[src/rtl/clk_tick_sync_pkg.sv]
// Shared definitions for the clock-tick synchronizer: debounce FSM state
// encodings and default parameter values used by the top and its interface.
package clk_pkg;

  localparam int DEBOUNCE_CYCLES_DEF = 1_000_000;  // 10 ms at 100 MHz
  localparam int SYNC_STAGES_DEF     = 2;
  localparam int CNT_W_DEF           = 32;

  typedef enum logic [1:0] {
    BTN_IDLE    = 2'd0,
    BTN_CHK_HI  = 2'd1,
    BTN_PRESSED = 2'd2,
    BTN_CHK_LO  = 2'd3
  } btn_state_t;

endpackage

[src/rtl/clk_tick_sync_if.sv]
// Signal bundle between the board-side stimulus (slow clock, button, mode)
// and the tick synchronizer. tick_count exists only when TICK_COUNT_EN is
// defined.
interface clk_tick_sync_if
`ifdef TICK_COUNT_EN
  #(parameter int CNT_W = clk_pkg::CNT_W_DEF)
`endif
  ;

  logic slow_clk_in;
  logic step_btn;
  logic run_en;
  logic tick;
  logic btn_level;
`ifdef TICK_COUNT_EN
  logic [CNT_W-1:0] tick_count;
`endif

  modport master (
    output slow_clk_in, step_btn, run_en,
`ifdef TICK_COUNT_EN
    input  tick_count,
`endif
    input  tick, btn_level
  );

  modport slave (
    input  slow_clk_in, step_btn, run_en,
`ifdef TICK_COUNT_EN
    output tick_count,
`endif
    output tick, btn_level
  );

endinterface

[src/rtl/clk_tick_sync_sync_ff.sv]
// Multi-stage single-bit synchronizer with asynchronous active-high reset.
// Legal depth is 2..4 stages.
module sync_ff #(
  parameter int SYNC_STAGES = 2
) (
  input  logic clk,
  input  logic rst,
  input  logic d,
  output logic q
);

  logic [SYNC_STAGES-1:0] stage;

  // Shift the asynchronous input through the flop chain.
  always_ff @(posedge clk or posedge rst) begin
    if (rst) stage <= '0;
    else     stage <= {stage[SYNC_STAGES-2:0], d};
  end

  assign q = stage[SYNC_STAGES-1];

endmodule

[src/rtl/clk_tick_sync.sv]
// Brings an asynchronous slow clock and a bouncy single-step button into the
// original_clk domain and issues a one-cycle tick enable, either on each slow
// clock rising edge (run_en=1) or on each debounced press (run_en=0).
// Optional feature macro: TICK_COUNT_EN adds the tick_count output.
//
// Debounce FSM states:
//   state        | meaning
//   BTN_IDLE     | button released and stable, btn_level=0
//   BTN_CHK_HI   | input went high, counting stable-high cycles
//   BTN_PRESSED  | button pressed and stable, btn_level=1
//   BTN_CHK_LO   | input went low, counting stable-low cycles
module clk_tick_sync
  import clk_pkg::*;
#(
  parameter int DEBOUNCE_CYCLES = DEBOUNCE_CYCLES_DEF,
  parameter int SYNC_STAGES     = SYNC_STAGES_DEF
`ifdef TICK_COUNT_EN
  ,
  parameter int CNT_W           = CNT_W_DEF
`endif
) (
  input  logic            original_clk,
  input  logic            rst,
  clk_tick_sync_if.slave  bus
);

  localparam int             DB_W     = $clog2(DEBOUNCE_CYCLES);
  localparam logic [DB_W-1:0] DB_LAST = DB_W'(DEBOUNCE_CYCLES - 1);

  logic slow_sync;
  logic btn_sync;
  logic run_sync;
  logic slow_prev;
  logic rise;

  btn_state_t      state;
  btn_state_t      state_nxt;
  logic [DB_W-1:0] db_cnt;
  logic [DB_W-1:0] db_cnt_nxt;
  logic            press_evt;
  logic            btn_level;
  logic            tick_q;

  sync_ff #(.SYNC_STAGES(SYNC_STAGES)) u_sync_slow (
    .clk (original_clk),
    .rst (rst),
    .d   (bus.slow_clk_in),
    .q   (slow_sync)
  );

  sync_ff #(.SYNC_STAGES(SYNC_STAGES)) u_sync_btn (
    .clk (original_clk),
    .rst (rst),
    .d   (bus.step_btn),
    .q   (btn_sync)
  );

  sync_ff #(.SYNC_STAGES(SYNC_STAGES)) u_sync_run (
    .clk (original_clk),
    .rst (rst),
    .d   (bus.run_en),
    .q   (run_sync)
  );

  // Remember the previous synchronized slow clock for rising-edge detection.
  always_ff @(posedge original_clk or posedge rst) begin
    if (rst) slow_prev <= 1'b0;
    else     slow_prev <= slow_sync;
  end

  assign rise = slow_sync & ~slow_prev;

  // Debounce state and stability counter register.
  always_ff @(posedge original_clk or posedge rst) begin
    if (rst) begin
      state  <= BTN_IDLE;
      db_cnt <= '0;
    end else begin
      state  <= state_nxt;
      db_cnt <= db_cnt_nxt;
    end
  end

  // Next-state logic; the counter restarts on every state entry so it never
  // wraps.
  always_comb begin
    state_nxt  = state;
    db_cnt_nxt = db_cnt;
    case (state)
      BTN_IDLE: begin
        if (btn_sync) begin
          state_nxt  = BTN_CHK_HI;
          db_cnt_nxt = '0;
        end
      end
      BTN_CHK_HI: begin
        if (!btn_sync) begin
          state_nxt  = BTN_IDLE;
          db_cnt_nxt = '0;
        end else if (db_cnt == DB_LAST) begin
          state_nxt  = BTN_PRESSED;
          db_cnt_nxt = '0;
        end else begin
          db_cnt_nxt = db_cnt + DB_W'(1);
        end
      end
      BTN_PRESSED: begin
        if (!btn_sync) begin
          state_nxt  = BTN_CHK_LO;
          db_cnt_nxt = '0;
        end
      end
      BTN_CHK_LO: begin
        if (btn_sync) begin
          state_nxt  = BTN_PRESSED;
          db_cnt_nxt = '0;
        end else if (db_cnt == DB_LAST) begin
          state_nxt  = BTN_IDLE;
          db_cnt_nxt = '0;
        end else begin
          db_cnt_nxt = db_cnt + DB_W'(1);
        end
      end
      default: begin
        state_nxt  = BTN_IDLE;
        db_cnt_nxt = '0;
      end
    endcase
  end

  // Debounced level follows the stable states; press_evt marks the single
  // cycle in which a press is accepted.
  always_comb begin
    btn_level = 1'b0;
    press_evt = 1'b0;
    case (state)
      BTN_PRESSED, BTN_CHK_LO: btn_level = 1'b1;
      default:                 btn_level = 1'b0;
    endcase
    if (state == BTN_CHK_HI && btn_sync && db_cnt == DB_LAST) press_evt = 1'b1;
  end

  // Registered tick: the current mode picks one event source, the other is
  // dropped rather than queued.
  always_ff @(posedge original_clk or posedge rst) begin
    if (rst) tick_q <= 1'b0;
    else     tick_q <= run_sync ? rise : press_evt;
  end

  assign bus.tick      = tick_q;
  assign bus.btn_level = btn_level;

`ifdef TICK_COUNT_EN
  logic [CNT_W-1:0] tick_cnt;

  // Running total of issued ticks, wrapping at full scale.
  always_ff @(posedge original_clk or posedge rst) begin
    if (rst)         tick_cnt <= '0;
    else if (tick_q) tick_cnt <= tick_cnt + CNT_W'(1);
  end

  assign bus.tick_count = tick_cnt;
`endif

endmodule

[src/flat_wrapper.sv]
// flat-port wrapper written by rule: the top's interface ports become plain ports
module clk_tick_sync_flat import clk_pkg::*;
#(
  parameter int DEBOUNCE_CYCLES = DEBOUNCE_CYCLES_DEF,
  parameter int SYNC_STAGES     = SYNC_STAGES_DEF

)
  (original_clk, rst, bus_slow_clk_in, bus_step_btn, bus_run_en, bus_tick, bus_btn_level);
  clk_tick_sync_if bus_i ();
  input  logic original_clk;
  input  logic rst;
  input wire logic [$bits(bus_i.slow_clk_in)-1:0] bus_slow_clk_in;
  input wire logic [$bits(bus_i.step_btn)-1:0] bus_step_btn;
  input wire logic [$bits(bus_i.run_en)-1:0] bus_run_en;
  output wire logic [$bits(bus_i.tick)-1:0] bus_tick;
  output wire logic [$bits(bus_i.btn_level)-1:0] bus_btn_level;
  assign bus_i.slow_clk_in = bus_slow_clk_in;
  assign bus_i.step_btn = bus_step_btn;
  assign bus_i.run_en = bus_run_en;
  assign bus_tick = bus_i.tick;
  assign bus_btn_level = bus_i.btn_level;
  clk_tick_sync #(.DEBOUNCE_CYCLES(DEBOUNCE_CYCLES), .SYNC_STAGES(SYNC_STAGES)) u_core (.original_clk(original_clk), .rst(rst), .bus(bus_i));
endmodule
[config.mk]
export PLATFORM = sky130hd
export DESIGN_NAME = clk_tick_sync_flat
export DESIGN_NICKNAME = d
export VERILOG_FILES = /design/src/rtl/clk_tick_sync_pkg.sv /design/src/rtl/clk_tick_sync_if.sv /design/src/rtl/clk_tick_sync_sync_ff.sv /design/src/rtl/clk_tick_sync.sv /design/src/flat_wrapper.sv
export SDC_FILE = /design/constraint.sdc
export NUM_CORES = 1
export LEC_CHECK = 0
export ABC_AREA = 0
export CAP_MARGIN = 20
export CORE_MARGIN = 2
export CORE_UTILIZATION = 61
export CTS_BUF_LIST = sky130_fd_sc_hd__clkbuf_8
export CTS_CLUSTER_DIAMETER = 100
export DETAILED_ROUTE_END_ITERATION = 10
export GPL_TIMING_DRIVEN = 0
export MAX_ROUTING_LAYER = met4
export PLACE_DENSITY = 0.8
export SLEW_MARGIN = 20
export SYNTH_ARGS = -nofsm -noshare
export SYNTH_HDL_FRONTEND = slang
export SYNTH_SLANG_ARGS = --single-unit
[constraint.sdc]
create_clock -name original_clk -period 2.28 [get_ports original_clk]
set_clock_uncertainty 0.2 [all_clocks]
set_input_delay 0.228 -clock original_clk [delete_from_list [all_inputs] [get_ports original_clk]]
set_output_delay 0.228 -clock original_clk [all_outputs]
set_load 0.01 [all_outputs]
Yosys cells after proc, flatten, opt, wreduce, memory -nomap -nowiden --
Index checks and enable logic that the tools add are counted.
Storage, ports and cells: register bits 30, bits of input ports 5, output and inout bits 2
Cells by class: equality and inequality tests 8, reductions and logical operators 6, multiplexer cells 16, bitwise gates (word level) 2, add/sub/neg operators 1
Operators with widths (number):
- 20-bit 2-to-1 mux | 5
- 20-bit case mux with 4 select lines | 1
- 20-bit by 1-bit adder with 20-bit output, second input constant | 1
- 20-bit equality test, second input constant | 1
- 2-bit 2-to-1 mux | 6
- 2-bit case mux with 4 select lines | 1
- 3-bit by 2-bit inequality test with 1-bit output, second input constant | 2
- 2-bit equality test, second input constant | 2
- 2-bit inequality test, second input constant | 2
- 4-bit AND reduction | 1
- 1-bit 2-to-1 mux | 3
- 2-bit by 1-bit equality test with 1-bit output, second input constant | 1
- 1-bit logical AND | 2
- 2-bit zero test | 1
- 2-bit AND reduction | 1
- 2-bit OR reduction | 1
- 1-bit bitwise AND | 1
- 1-bit NOT | 1

Depth between registers and ports, before layout --
word-level depth 5, gate-level depth with buffers 7, depth with buffers taken out 6

Cells and area by module --
From an unflattened synthesis, not the netlist that was laid out.
Unflattened totals: cells, all modules 159, area, all modules 1550.2 um^2
Modules (own cells, without submodules):
- clk_tick_sync | cells each 150, sequential area each 600.6 um^2, area each 1388.8 um^2, times used 1
- sync_ff | cells each 3, sequential area each 50.0 um^2, area each 53.8 um^2, times used 3

Least setup slack after synthesis --
No wires, ideal clock.
path type register -> register, from register u_core.db_cnt[8], to register with a tool-made name, required time 1.955 ns, arrival time 1.761 ns, library setup time 0.125 ns, path buffers 1, cell stages (with the launch flop) 7, clock period less this slack 2.086 ns, slack 0.194 ns, path through dfrtp_1 > or4_4 > nor4_4 > a31o_2 > buf_6 > nand2_4 > mux2_4
RTL lines:
- start: declaration | line clk_tick_sync.sv:38 | logic [DB_W-1:0] db_cnt;
- start signal: assignment | line clk_tick_sync.sv:80 | db_cnt <= db_cnt_nxt;

==> qor.yml <==
run_status:
  status: "finished clean"
global_route:
  grt-ovfl-total: 0
  grt_pass1_wl_um: 5420
  grt_max_degree: 17
  grt.total_usage_pct: 28.5
  antenna_found_initial: 0
  grt_pass1_vias: 1202
synthesis:
  ys.flop_type: "dfrtp_1"
  synthCells: 148
  yosys_warnings: 0
  synth_edf_count: 0
  ys_seq_area_share_pct: 50.9
  synthTopCellsByCount: "30 x dfrtp_1, 22 x nand2_1, 12 x nand3_1"
  synth-seq-cells: 30
  avgSynthCellArea_um2: 9.97
  synthTopCellsByArea: "dfrtp_1 51%, nand2_1 5.6%, nor4_4 4.3%"
  synth_nets: 154
  syn_area_um2: 1480
  synth_top_cell_area_share_pct: 50.9
  yosys.area.top_type: "dfrtp_1"
  synth.most_common_cell: "dfrtp_1"
  synth.distinct_cells: 36
  async_flop_share_pct: 100
placed_design:
  post-place-ws_ps: -110
  dpl.hpwl_um: 2240
  portBuffers: 6
  place_congestion: 0.799
pwr:
  p_int_mw: 0.982
  p_leak_nw: 0.725
  p_comb_share_pct: 34.6
  p_sw_share_pct: 36.3
  seqPwrFrac_pct: 40.7
  max-vdd-ir-drop_uv: 626
  pwr-share-clk_pct: 24.7
  power.switching_mw: 0.560
  powerDensity_nw_per_um2: 892
floorplan:
  fp.dieH_um: 53.2
  ios: 7
  start_util_pct: 65.4
  die_x_um: 53.2
  rows: 17
  core-area_um2: 2250
  die_area_um2: 2830
sta:
  fmax_ghz: 0.442
  period_share_pct: 99.2
  grt_setup_unrepaired: "yes"
  finalSetupViolations: 0
  slew_violations: 0
  holdWs_ps: 156
  hold_viol: 0
  min_period_ps: 2260
  slew_headroom_pct: 55.0
  fin_ws_ps: 18.1
  worst_pin_slew_ps: 675
routing:
  antenna_left: 0
  routed.top_layer: "met4"
  wirelength_um: 3320
  dr_wl_met2_um: 1710
  via_per_inst: 6.28
  dr_wl_met3_um: 255
  wl_per_cell_um: 17.1
  drcViolationCount: 0
  first_pass_iters: 4
  vias: 1218
  met1_length_um: 1320
  drt_iter0_markers: 47
worst_setup_path:
  critical_path.cell_chain: "or4_4, nor4_4, a31o_2, buf_6, nand2_4, mux2_4"
  cp-end-kind: "flip-flop"
  start_kind: "flip-flop"
  crit_type: "flip-flop to flip-flop"
  cp.required_ps: 2240
  slowest_stage: "or4_4"
  path_max_fanout: 5
  crit_buf_inv: 1
  path_delay_family: "simple AND/OR/NAND/NOR gates"
  cpPeakStageDelay_ps: 560
  worstPathArrival_ps: 2220
clock_tree:
  cts-root-buf: "clkbuf_8"
  cts_buffers: 5
  htreeDepth: 2
  clockBufferDepth: 2
  clkSinkCount: 30
  worstSkewPairLatency_ps: 280
  hold_buffers: 0
  clk_pin_slew_ps: 60
  cts_tree: "yes"
flow_run:
  cap_violations: 0
cells_and_area:
  fillers: 146
  fin_nets: 172
  regArea_um2: 753
  drive_above_1_share_pct: 18.1
  n_antenna_cell: 0
  syn_to_final_growth_pct: 17.2
  multi_input_area_um2: 696
worst_hold_path:
  hp-class: "flip-flop to flip-flop"
-- what timing repair did --
| item | 4_1_cts | 5_1_grt |
|---|---|---|
| resized for setup | 3 | 6 |
| pin swaps | 1 | 0 |
| gates cloned | 0 | 1 |
| setup buffers | 1 | 2 |
| setup endpoints to repair | 15 | 15 |
-- path summary, 6_finish.rpt --
check | depth (start not counted) | from | end | slack [ps]
max | 6 | u_core.db_cnt[12] | flip-flop | 20
min | 0 | u_core.u_sync_slow.stage[0] | u_core.u_sync_slow.stage[1] | 160
max reg2reg | 6 | u_core.db_cnt[12] | flip-flop | 20
min reg2reg | 0 | u_core.u_sync_slow.stage[0] | u_core.u_sync_slow.stage[1] | 160
max in group asynchronous | 3 | rst | u_core.db_cnt[6] | 1190
min in group asynchronous | 2 | rst | u_core.state[0] | 180
-- per-layer routing --
metal | vias up | GRT usage (%)
met5 | - | -
met4 | 0 | 10.3
met3 | 7 | 7.06
met2 | 47 | 46.5
met1 | 588 | 34.5
li1 | 576 | -
-- metrics by stage --
stage	instance area [um^2]	power (mW)	utilization, %	instances	setup TNS, ps
2_1_floorplan	1480	0.973	-	148	0
4_1_cts	1690	1.52	75.1	191	-5.03
5_1_grt	1730	1.62	76.7	194	-358
3_3_place_gp	1570	1.10	69.6	182	-32.4
3_5_place_dp	1600	1.13	70.9	183	-893
6_report	1730	1.54	76.7	194	0
-- final cells by class --
class                           count  share of cell area, %
Buffer                              6                   2.03
Clock buffer                        5                   3.98
Clock inverter                      2                  0.434
Inverter                            5                   1.09
Multi-Input combinational cell    107                   40.2
Sequential cell                    30                   43.6
Tap cell                           28                   2.03
Timing Repair Buffer               11                   6.66
-- power groups by stage --
stage               Combinational [mW]  Sequential, mW  Clock (mW)
global placement                 0.463           0.632           0
CTS                              0.505           0.627       0.388
floorplan                        0.348           0.624           0
finish                           0.534           0.627       0.382
detailed placement               0.492           0.636           0
global route                     0.575           0.636       0.413
-- cell usage in the layout (no fill, tap or decap), types with 3 or more instances in the layout --
cell type and instances:
o211ai_1 3, clkdlybuf4s50_1 6, nand3_1 11, inv_1 7, nor4_4 3, a31oi_1 8
o21ai_0 9, clkbuf_1 3, nor3_1 4, clkbuf_8 5, a21oi_1 7, dfrtp_1 28
nand2_1 22, buf_4 4, nor2_1 4, nand4_1 3
-- sequential cells by signal (all words and copies together) (netlist names), named ones only --
name and cells:
u_core.db_cnt 20, u_core.slow_prev 1, u_core.u_sync_btn.stage 2, u_core.u_sync_run.stage 2, u_core.bus.tick 1, u_core.u_sync_slow.stage 2, u_core.state 1
-- kinds of logic (layout without fill, tap and decap cells) --
| kind of cell | after synthesis | in the layout | share of synthesized area [%] |
|---|---|---|---|
| adder cells (fa/ha/maj) | 1 | 1 | 0.848 |
| AND/OR/NAND/NOR | 62 | 62 | 24.4 |
| XOR/XNOR | 2 | 2 | 1.19 |
| buffers and inverters | 11 | 29 | 3.48 |
| AO/OA/AOI/OAI | 39 | 39 | 16.8 |
| flip-flops | 30 | 30 | 50.9 |
| multiplexers | 3 | 3 | 2.37 |
-- worst reg2reg max path: stages (launching register included) --
cell	delay, ps
dfrtp_1	410
or4_4	560
nor4_4	230
a31o_2	260
buf_6	150
nand2_4	50
mux2_4	300
Note: power is estimated with default switching activity, not from simulation.
